[config.mk]
export PLATFORM = sky130hd
export DESIGN_NAME = slice_pulse_gen_flat
export DESIGN_NICKNAME = d
export VERILOG_FILES = /design/src/rtl/slice_pulse_gen_pkg.sv /design/src/rtl/slice_pulse_gen_if.sv /design/src/rtl/slice_pulse_gen_box_hit_cmp.sv /design/src/rtl/slice_pulse_gen.sv /design/src/flat_wrapper.sv
export SDC_FILE = /design/constraint.sdc
export NUM_CORES = 1
export LEC_CHECK = 0
export ABC_CLOCK_PERIOD_IN_PS = 3600
export BUFFER_PORTS_ARGS = -buffer_cell sky130_fd_sc_hd__buf_4
export CORE_ASPECT_RATIO = 0.9
export CORE_MARGIN = 2
export CORE_UTILIZATION = 54
export CTS_CLUSTER_DIAMETER = 40
export DETAILED_ROUTE_END_ITERATION = 12
export PLACE_DENSITY = 0.82
export SLEW_MARGIN = 10
export SYNTH_ARGS = -nofsm -noshare
export SYNTH_HDL_FRONTEND = slang
export SYNTH_SLANG_ARGS = --single-unit
[constraint.sdc]
create_clock -name clk -period 3.6 [get_ports clk]
set_clock_uncertainty 0.1 [all_clocks]
set_input_delay 0.36 -clock clk [delete_from_list [all_inputs] [get_ports clk]]
set_output_delay 0.36 -clock clk [all_outputs]
set_load 0.02 [all_outputs]
[src/rtl/slice_pulse_gen_pkg.sv]
// Shared types and widths for the slice pulse generator and its slice counter.
package slice_pulse_gen_pkg;

  localparam int unsigned COORD_W_DEF = 10;
  localparam int unsigned SLICE_CNT_W = 5;
  localparam int unsigned IN_CNT_W    = 4;
  localparam int unsigned CD_CNT_W    = 8;

  typedef enum logic [2:0] {
    IDLE     = 3'd0,
    ARM      = 3'd1,
    OUTSIDE  = 3'd2,
    INSIDE   = 3'd3,
    COOLDOWN = 3'd4,
    DONE     = 3'd5
  } state_t;

endpackage

[src/rtl/slice_pulse_gen_if.sv]
// Blade sample / fruit box inputs and slice outputs of the slice pulse generator.
interface slice_pulse_gen_if
  import slice_pulse_gen_pkg::*;
#(
  parameter int unsigned COORD_W = COORD_W_DEF
);

  logic               sample_valid_i;
  logic [COORD_W-1:0] blade_x_i;
  logic [COORD_W-1:0] blade_y_i;
  logic               fruit_active_i;
  logic [COORD_W-1:0] box_x0_i;
  logic [COORD_W-1:0] box_x1_i;
  logic [COORD_W-1:0] box_y0_i;
  logic [COORD_W-1:0] box_y1_i;
  logic               slice_o;
  logic               done_o;
  logic               inside_o;

  // Producer of samples / consumer of slice pulses (game logic, testbench)
  modport master (
    output sample_valid_i, blade_x_i, blade_y_i, fruit_active_i,
    output box_x0_i, box_x1_i, box_y0_i, box_y1_i,
    input  slice_o, done_o, inside_o
  );

  // The pulse generator itself
  modport slave (
    input  sample_valid_i, blade_x_i, blade_y_i, fruit_active_i,
    input  box_x0_i, box_x1_i, box_y0_i, box_y1_i,
    output slice_o, done_o, inside_o
  );

endinterface

[src/rtl/slice_pulse_gen_box_hit_cmp.sv]
// Unsigned point-in-box test with inclusive edges.
module box_hit_cmp #(
  parameter int unsigned COORD_W = 10
) (
  input  logic [COORD_W-1:0] x,
  input  logic [COORD_W-1:0] y,
  input  logic [COORD_W-1:0] x0,
  input  logic [COORD_W-1:0] x1,
  input  logic [COORD_W-1:0] y0,
  input  logic [COORD_W-1:0] y1,
  output logic               hit
);

  // A degenerate box (x0>x1 or y0>y1) can never satisfy both bounds, so it never hits.
  always_comb begin
    hit = (x >= x0) && (x <= x1) && (y >= y0) && (y <= y1);
  end

endmodule

[src/rtl/slice_pulse_gen.sv]
// Emits one single-cycle slice pulse per blade pass (enter then exit) through the
// active fruit's box, with debounce, post-slice cooldown and a per-fruit cap.
module slice_pulse_gen
  import slice_pulse_gen_pkg::*;
#(
  parameter int unsigned COORD_W      = COORD_W_DEF,
  parameter int unsigned MIN_IN       = 2,
  parameter int unsigned COOLDOWN_CYC = 4,
  parameter int unsigned MAX_SLICES   = 31
) (
  input logic            clk,
  input logic            rst_n,
  slice_pulse_gen_if.slave bus
);

  localparam logic [IN_CNT_W-1:0]    MIN_IN_L  = IN_CNT_W'(MIN_IN);
  localparam logic [IN_CNT_W-1:0]    IN_SAT    = '1;
  localparam logic [SLICE_CNT_W-1:0] MAX_L     = SLICE_CNT_W'(MAX_SLICES);
  localparam logic [CD_CNT_W-1:0]    CD_LAST   = CD_CNT_W'(COOLDOWN_CYC - 1);

  state_t                 state_q, state_d;
  logic [SLICE_CNT_W-1:0] slice_cnt_q, slice_cnt_d, slice_inc;
  logic [IN_CNT_W-1:0]    in_cnt_q, in_cnt_d;
  logic [CD_CNT_W-1:0]    cd_cnt_q, cd_cnt_d;
  logic                   slice_q, slice_d;
  logic                   inside_q;
  logic                   hit;

  box_hit_cmp #(.COORD_W(COORD_W)) u_hit (
    .x   (bus.blade_x_i),
    .y   (bus.blade_y_i),
    .x0  (bus.box_x0_i),
    .x1  (bus.box_x1_i),
    .y0  (bus.box_y0_i),
    .y1  (bus.box_y1_i),
    .hit (hit)
  );

  assign slice_inc = slice_cnt_q + SLICE_CNT_W'(1);

  // Next-state, counter and pulse decode; fruit loss overrides everything
  always_comb begin
    state_d     = state_q;
    slice_cnt_d = slice_cnt_q;
    in_cnt_d    = in_cnt_q;
    cd_cnt_d    = cd_cnt_q;
    slice_d     = 1'b0;
    if (!bus.fruit_active_i) begin
      state_d     = IDLE;
      slice_cnt_d = '0;
      in_cnt_d    = '0;
      cd_cnt_d    = '0;
    end else begin
      unique case (state_q)
        IDLE: begin
          state_d     = ARM;
          slice_cnt_d = '0;
        end
        ARM: begin
          if (bus.sample_valid_i && !hit) state_d = OUTSIDE;
        end
        OUTSIDE: begin
          if (bus.sample_valid_i && hit) begin
            state_d  = INSIDE;
            in_cnt_d = IN_CNT_W'(1);
          end
        end
        INSIDE: begin
          if (bus.sample_valid_i) begin
            if (hit) begin
              if (in_cnt_q != IN_SAT) in_cnt_d = in_cnt_q + IN_CNT_W'(1);
            end else if (in_cnt_q >= MIN_IN_L) begin
              slice_d     = 1'b1;
              slice_cnt_d = slice_inc;
              if (slice_inc == MAX_L) begin
                state_d = DONE;
              end else if (COOLDOWN_CYC == 0) begin
                state_d = OUTSIDE;
              end else begin
                state_d  = COOLDOWN;
                cd_cnt_d = '0;
              end
            end else begin
              state_d = OUTSIDE;
            end
          end
        end
        COOLDOWN: begin
          cd_cnt_d = cd_cnt_q + CD_CNT_W'(1);
          if (cd_cnt_q == CD_LAST) state_d = OUTSIDE;
        end
        DONE: begin
          state_d = DONE;
        end
        default: begin
          state_d = IDLE;
        end
      endcase
    end
  end

  // State, counters and registered slice pulse
  always_ff @(posedge clk or negedge rst_n) begin
    if (!rst_n) begin
      state_q     <= IDLE;
      slice_cnt_q <= '0;
      in_cnt_q    <= '0;
      cd_cnt_q    <= '0;
      slice_q     <= 1'b0;
    end else begin
      state_q     <= state_d;
      slice_cnt_q <= slice_cnt_d;
      in_cnt_q    <= in_cnt_d;
      cd_cnt_q    <= cd_cnt_d;
      slice_q     <= slice_d;
    end
  end

  // Inside flag follows every valid sample, whatever the FSM is doing
  always_ff @(posedge clk or negedge rst_n) begin
    if (!rst_n) begin
      inside_q <= 1'b0;
    end else if (bus.sample_valid_i) begin
      inside_q <= hit;
    end
  end

  assign bus.slice_o  = slice_q;
  assign bus.done_o   = (state_q == DONE);
  assign bus.inside_o = inside_q;

endmodule

[src/flat_wrapper.sv]
// flat-port wrapper written by rule: the top's interface ports become plain ports
module slice_pulse_gen_flat import slice_pulse_gen_pkg::*;
#(
  parameter int unsigned COORD_W      = COORD_W_DEF,
  parameter int unsigned MIN_IN       = 2,
  parameter int unsigned COOLDOWN_CYC = 4,
  parameter int unsigned MAX_SLICES   = 31
)
  (clk, rst_n, bus_sample_valid_i, bus_blade_x_i, bus_blade_y_i, bus_fruit_active_i, bus_box_x0_i, bus_box_x1_i, bus_box_y0_i, bus_box_y1_i, bus_slice_o, bus_done_o, bus_inside_o);
  slice_pulse_gen_if #(.COORD_W(COORD_W)) bus_i ();
  input logic clk;
  input logic rst_n;
  input wire logic [$bits(bus_i.sample_valid_i)-1:0] bus_sample_valid_i;
  input wire logic [$bits(bus_i.blade_x_i)-1:0] bus_blade_x_i;
  input wire logic [$bits(bus_i.blade_y_i)-1:0] bus_blade_y_i;
  input wire logic [$bits(bus_i.fruit_active_i)-1:0] bus_fruit_active_i;
  input wire logic [$bits(bus_i.box_x0_i)-1:0] bus_box_x0_i;
  input wire logic [$bits(bus_i.box_x1_i)-1:0] bus_box_x1_i;
  input wire logic [$bits(bus_i.box_y0_i)-1:0] bus_box_y0_i;
  input wire logic [$bits(bus_i.box_y1_i)-1:0] bus_box_y1_i;
  output wire logic [$bits(bus_i.slice_o)-1:0] bus_slice_o;
  output wire logic [$bits(bus_i.done_o)-1:0] bus_done_o;
  output wire logic [$bits(bus_i.inside_o)-1:0] bus_inside_o;
  assign bus_i.sample_valid_i = bus_sample_valid_i;
  assign bus_i.blade_x_i = bus_blade_x_i;
  assign bus_i.blade_y_i = bus_blade_y_i;
  assign bus_i.fruit_active_i = bus_fruit_active_i;
  assign bus_i.box_x0_i = bus_box_x0_i;
  assign bus_i.box_x1_i = bus_box_x1_i;
  assign bus_i.box_y0_i = bus_box_y0_i;
  assign bus_i.box_y1_i = bus_box_y1_i;
  assign bus_slice_o = bus_i.slice_o;
  assign bus_done_o = bus_i.done_o;
  assign bus_inside_o = bus_i.inside_o;
  slice_pulse_gen #(.COORD_W(COORD_W), .MIN_IN(MIN_IN), .COOLDOWN_CYC(COOLDOWN_CYC), .MAX_SLICES(MAX_SLICES)) u_core (.clk(clk), .rst_n(rst_n), .bus(bus_i));
endmodule
==> results of run 1 <==
## sequential cells by signal, summed over array words and instances, names as in the netlist
| register | flops |
|---|---|
| u_core.in_cnt_q | 4 |
| u_core.bus.slice_o | 1 |
| u_core.state_q | 3 |
| u_core.slice_cnt_q | 5 |
| u_core.cd_cnt_q | 8 |
| u_core.bus.inside_o | 1 |
## layout make-up
cell class / count / share of cell area
Multi-Input combinational cell: 208 / 0.543
Tap cell: 60 / 0.0249
Timing Repair Buffer: 67 / 0.168
Sequential cell: 22 / 0.183
Inverter: 51 / 0.0635
Clock buffer: 4 / 0.0183
## cell usage in the layout (no fill, tap or decap), types with 2 or more instances in the layout
cell type  netlist  final
nor2b_1          5      5
nand3b_1         3      3
nor3_1           2      2
o21ai_0          9      9
clkbuf_8         0      4
a22o_1           4      4
a41oi_2          2      2
a21oi_1         11     11
a21o_1           2      2
nand2_1         16     16
a31oi_1          3      3
o31a_1           2      2
o21a_1           2      2
and3_1           5      5
nand2b_1         4      4
and3b_1          2      2
nand3_1         11     11
and2_1           3      3
o31ai_1          6      6
o21ai_1         19     19
a211oi_1         4      4
inv_1           51     51
nor2_1          13     13
ha_1            45     45
o41ai_1          2      2
nand4_1          9      9
dfrtp_1         22     22
buf_4            0     66
## worst max-delay path: stages, from the launching register on
cell,delay [ns]
dfrtp_1,0.41
inv_1,0.08
ha_1,0.19
nor4_1,0.83
a311oi_2,0.18
a41oi_2,0.46
o21ai_1,0.13
o31ai_1,0.08
## layer usage
layer | global-route usage | up-vias | routed length (microns)
li1 | - | 1165 | -
met1 | 0.327 | 1057 | 2550
met2 | 0.411 | 71 | 2710
met3 | 0.0418 | 6 | 254
met4 | 0.0477 | 0 | 34
met5 | 0 | - | 0
## worst paths after layout
| check | start | end | slack, ns | cells after the start |
|---|---|---|---|---|
| worst max-delay path | u_core.in_cnt_q[0] | u_core.cd_cnt_q[7] | 1.04 | 7 |
| worst min-delay path | bus_sample_valid_i | u_core.bus.inside_o | 0.22 | 2 |
| worst max register to register | u_core.in_cnt_q[0] | u_core.cd_cnt_q[7] | 1.04 | 7 |
| worst min register to register | u_core.slice_cnt_q[4] | u_core.slice_cnt_q[4] | 0.38 | 1 |
| max in group asynchronous | rst_n | u_core.bus.slice_o | 2.75 | 2 |
| min in group asynchronous | rst_n | u_core.in_cnt_q[1] | 0.43 | 2 |
## logic make-up (layout without fill, tap and decap cells)
family	after synthesis	after routing	share of synthesized area
AND/OR/NAND/NOR	81	81	0.192
AO/OA/AOI/OAI	81	81	0.252
flip-flops	22	22	0.230
adder cells (fa/ha/maj)	45	45	0.235
buffers and inverters	55	122	0.0862
multiplexers	1	1	0.00418
## per-stage QoR
step	power, uW	instance area, sq um	hold slack (ns)	std cells	util
global route	787	3010	0.218	412	0.725
global placement	546	2950	0.168	407	0.710
CTS	739	3010	0.218	412	0.725
finish	737	3010	0.216	412	0.725
floorplan	450	2390	-0.0356	285	-
detailed placement	555	2950	0.165	407	0.710
## power breakdown
group          internal (uW)  total, uW  leakage, uW  switching, uW
sequential               256        276     0.000304           20.2
clock                   97.7        181    0.0000288           83.4
combinational            138        280      0.00126            142
==> impl_metrics.py, run 1 <==
metrics = {
    "clocking": {
        "clock_path_buffers": 2,
        "root_buffer": "clkbuf_8",
        "clkSlewWorstSetupHoldPaths_ns": 0.08,
        "cts_num_sinks": 22,
        "postCtsSetupBuffers": 0,
        "cts_tree": "built",
        "worstSkewPairLatency_ns": 0.27,
        "hold_buffers": 1,
        "cts_buffers": 3,
        "htreeDepth": 1,
        "cts_resized": 0,
    },
    "status": {
        "outcome": "complete, no violations",
    },
    "finish": {
        "multiInputGateArea_sq_um": 1640,
        "drive_gt1_frac": 0.241,
        "syn2layout_area_growth_pct": 25.9,
        "nNetsFinal": 462,
        "insertedDiodeCount": 0,
        "seq_area_sq_um": 551,
        "nFillCells": 311,
    },
    "route": {
        "finalWirelength_mm": 5.55,
        "vias_per_cell": 5.58,
        "drt_iter0_markers": 169,
        "wl_per_cell_microns": 13.5,
        "firstDrtPassIters": 4,
        "vias": 2299,
        "drc": 0,
        "ant_nets": 0,
    },
    "logic_synthesis": {
        "synthesis.instances": 285,
        "ys.flop_type": "dfrtp_1",
        "synth_area_per_cell_sq_um": 8.40,
        "async_reset_ff_frac": 1.00,
        "ys_top_cells_by_area": "ha_1 24%, dfrtp_1 23%, inv_1 8.0%, o21ai_1 4.0%, nand2_1 2.5%",
        "synth_top_area_share": 0.235,
        "synth.distinct_cells": 51,
        "synth-edff-count": 0,
        "synth_common_cells": "51 x inv_1, 45 x ha_1, 22 x dfrtp_1, 19 x o21ai_1, 16 x nand2_1",
        "yosysMostFrequentCell": "inv_1",
        "yosysWarningCount": 0,
        "ys_seq_area_frac": 0.230,
        "yosys.area.top_type": "ha_1",
        "synth-seq-cells": 22,
        "synth_nets": 394,
        "syn_area_sq_um": 2390,
    },
    "die": {
        "core_area_sq_um": 4160,
        "die_x_microns": 74.2,
        "start_util": 0.576,
        "ios": 67,
        "die_y_microns": 67.2,
        "num_rows": 22,
        "dieArea_sq_um": 4980,
    },
    "setup_path": {
        "critical_path_class": "flop to flop",
        "path_max_fanout": 8,
        "crit_arrival_ns": 2.63,
        "cp-end-kind": "flop",
        "cp-start-kind": "flop",
        "cp_data_required_time_ns": 3.67,
    },
    "grt": {
        "grt_pass1_wl_mm": 9.49,
        "grt_antenna_before_repair": 0,
        "grt_util_all_layers": 0.242,
        "first_global_vias": 2205,
        "grt_max_degree": 23,
        "grt-ovfl-total": 0,
    },
    "timing": {
        "fin_tns_setup_ns": 0,
        "rsz0062_at_grt": "no",
        "finalWorstSetupSlack_ns": 1.04,
        "report.final.slew_viol_count": 0,
        "finalCriticalPeriod_ns": 2.56,
        "hold_violations": 0,
        "relSlewSlack": 0.347,
        "finalSetupViolCount": 0,
        "max_freq_ghz": 0.391,
        "min_period_over_period": 0.710,
        "worstMarginPinSlew_ns": 0.970,
    },
    "worst_hold_path": {
        "hold_path.class": "input pin to flop",
    },
    "place": {
        "gp_congestion": 0.840,
        "io_buffers": 66,
        "hpwl_mm": 4.53,
        "dp_slack_ns": 0.794,
    },
    "power": {
        "vdd_drop_max_uv": 133,
        "power_leakage_uw": 0.00160,
        "power_density_nw_per_um2": 244,
    },
    "job": {
        "drv_cap": 0,
    },
}
Power figures use the tool's default switching activity.
==> run 2, diff against run 1 <==
ABC_CLOCK_PERIOD_IN_PS = 2500   (was 3600)
CORE_UTILIZATION = 53   (was 54)
PLACE_DENSITY = 0.81   (was 0.82)
clock period = 2.5 ns   (was 3.6 ns; I/O delays follow)
==> impl_metrics.py, run 2 (synthesis gave the netlist of run 1 again) <==
metrics = {
    "setup_path": {
        "r2r_cells": 7,
        "cp-end-kind": "flop",
        "cp-start-kind": "flop",
        "critical_path_class": "flop to flop",
        "crit_arrival_ns": 2.48,
        "cp_data_required_time_ns": 2.60,
        "path_max_fanout": 4,
    },
    "finish": {
        "layout_common_cells": "73 x buf_4, 51 x inv_1, 45 x ha_1",
        "final_area_sq_um": 3090,
        "final_util": 0.701,
        "final_cell_count_no_fill": 421,
        "nNetsFinal": 469,
        "reg.largest.list": "u_core.cd_cnt_q: 8 flops, u_core.slice_cnt_q: 5 flops, u_core.in_cnt_q: 4 flops",
        "syn2layout_area_growth_pct": 28.9,
        "regMostFlops": "u_core.cd_cnt_q",
        "largest_register_ffs": 8,
        "layout_commonest_cell": "buf_4",
        "insertedDiodeCount": 0,
        "drive_gt1_frac": 0.256,
    },
    "clocking": {
        "htreeDepth": 1,
        "cts_resized": 0,
        "cts_tree": "built",
        "cts_num_sinks": 22,
        "cts_buffers": 3,
        "root_buffer": "clkbuf_8",
        "worstSkewPairLatency_ns": 0.27,
        "clock_path_buffers": 2,
        "clkSlewWorstSetupHoldPaths_ns": 0.08,
    },
    "die": {
        "dieArea_sq_um": 5070,
        "ios": 67,
        "start_util": 0.544,
        "die_y_microns": 67.8,
        "core_area_sq_um": 4400,
        "num_rows": 23,
        "die_x_microns": 74.8,
    },
    "route": {
        "drc": 0,
        "drt_iter0_markers": 77,
        "finalWirelength_mm": 5.29,
        "firstDrtPassIters": 4,
        "routed-wl-met2_mm": 2.60,
        "met1_length_mm": 2.38,
        "wl_per_cell_microns": 12.6,
        "highest_layer": "met4",
        "ant_nets": 0,
        "vias_per_cell": 5.45,
        "dr_wl_met3_microns": 278,
        "vias": 2293,
    },
    "status": {
        "outcome": "complete, no violations",
    },
    "place": {
        "gp_congestion": 0.778,
        "dp_slack_ns": -0.134,
        "io_buffers": 66,
        "placed_area_sq_um": 3000,
        "hpwl_mm": 4.49,
        "dp_cells": 416,
    },
    "timing": {
        "worstMarginPinSlew_ns": 0.435,
        "finalSetupViolCount": 0,
        "min_period_over_period": 0.950,
        "rsz0062_at_grt": "no",
        "finalCriticalPeriod_ns": 2.37,
        "hold_violations": 0,
        "finalWorstSetupSlack_ns": 0.126,
        "hold_slack_ns": 0.103,
        "report.final.slew_viol_count": 0,
        "max_freq_ghz": 0.421,
        "relSlewSlack": 0.710,
    },
    "worst_hold_path": {
        "hold_path.class": "input pin to flop",
        "hold_depth": 2,
    },
    "power": {
        "power_density_nw_per_um2": 371,
        "power_leakage_uw": 0.00164,
        "vdd_drop_max_uv": 209,
    },
    "job": {
        "drv_cap": 0,
    },
    "grt": {
        "grt_antenna_before_repair": 0,
        "grt_max_degree": 23,
        "grt-ovfl-total": 0,
        "first_global_vias": 2234,
        "grt_util_all_layers": 0.226,
        "grt_pass1_wl_mm": 9.07,
    },
}
-- run 2: path summary, 6_finish.rpt --
kind / startpoint / endpoint / slack, ns
max: u_core.cd_cnt_q[0] / u_core.state_q[0] / 0.13
min: bus_sample_valid_i / u_core.bus.inside_o / 0.10
max reg2reg: u_core.cd_cnt_q[0] / u_core.state_q[0] / 0.13
min reg2reg: u_core.cd_cnt_q[7] / u_core.cd_cnt_q[7] / 0.38
max in group asynchronous: rst_n / u_core.state_q[0] / 1.77
min in group asynchronous: rst_n / u_core.in_cnt_q[1] / 0.30
-- run 2: area by class of cell --
cell class              count  area [sq um]
inverters                  51           191
clock buffers               3          41.3
flip-flops and latches     22           551
fillers                   367          1320
clock inverters             1          30.0
well taps                  62          77.6
multi-input cells         208          1640
repair buffers             74           558
-- run 2: report_power, final --
group          switching [uW]  total [uW]  internal [uW]
Sequential               27.7         396            369
Clock                     120         333            214
Combinational             200         415            215
-- run 2: metrics by stage --
stage          total power [uW]  setup TNS (ns)
2_1_floorplan               649               0
3_3_place_gp                804          -0.573
3_5_place_dp                817           -1.02
4_1_cts                    1150               0
5_1_grt                    1230               0
6_report                   1150               0
-- run 2: critical path, cell delays in order (launching register included) --
cell     delay [ns]
dfrtp_1        0.39
ha_1           0.25
or4b_1         0.45
o41ai_1        0.37
inv_1          0.07
a221o_1        0.31
o21ba_1        0.25
o21a_1         0.12
-- run 2: timing repair --
item | 4_1_cts | 5_1_grt
setup buffers | 0 | 0
hold buffers | 1 | 0
endpoints found under the hold margin | 22 | 0
setup endpoints to repair | 0 | 0
-- run 2: metal layers --
metal,GRT usage,up-vias
li1,-,1180
met1,0.273,1048
met2,0.423,61
met3,0.0448,4
met4,0.0268,0
met5,0,-
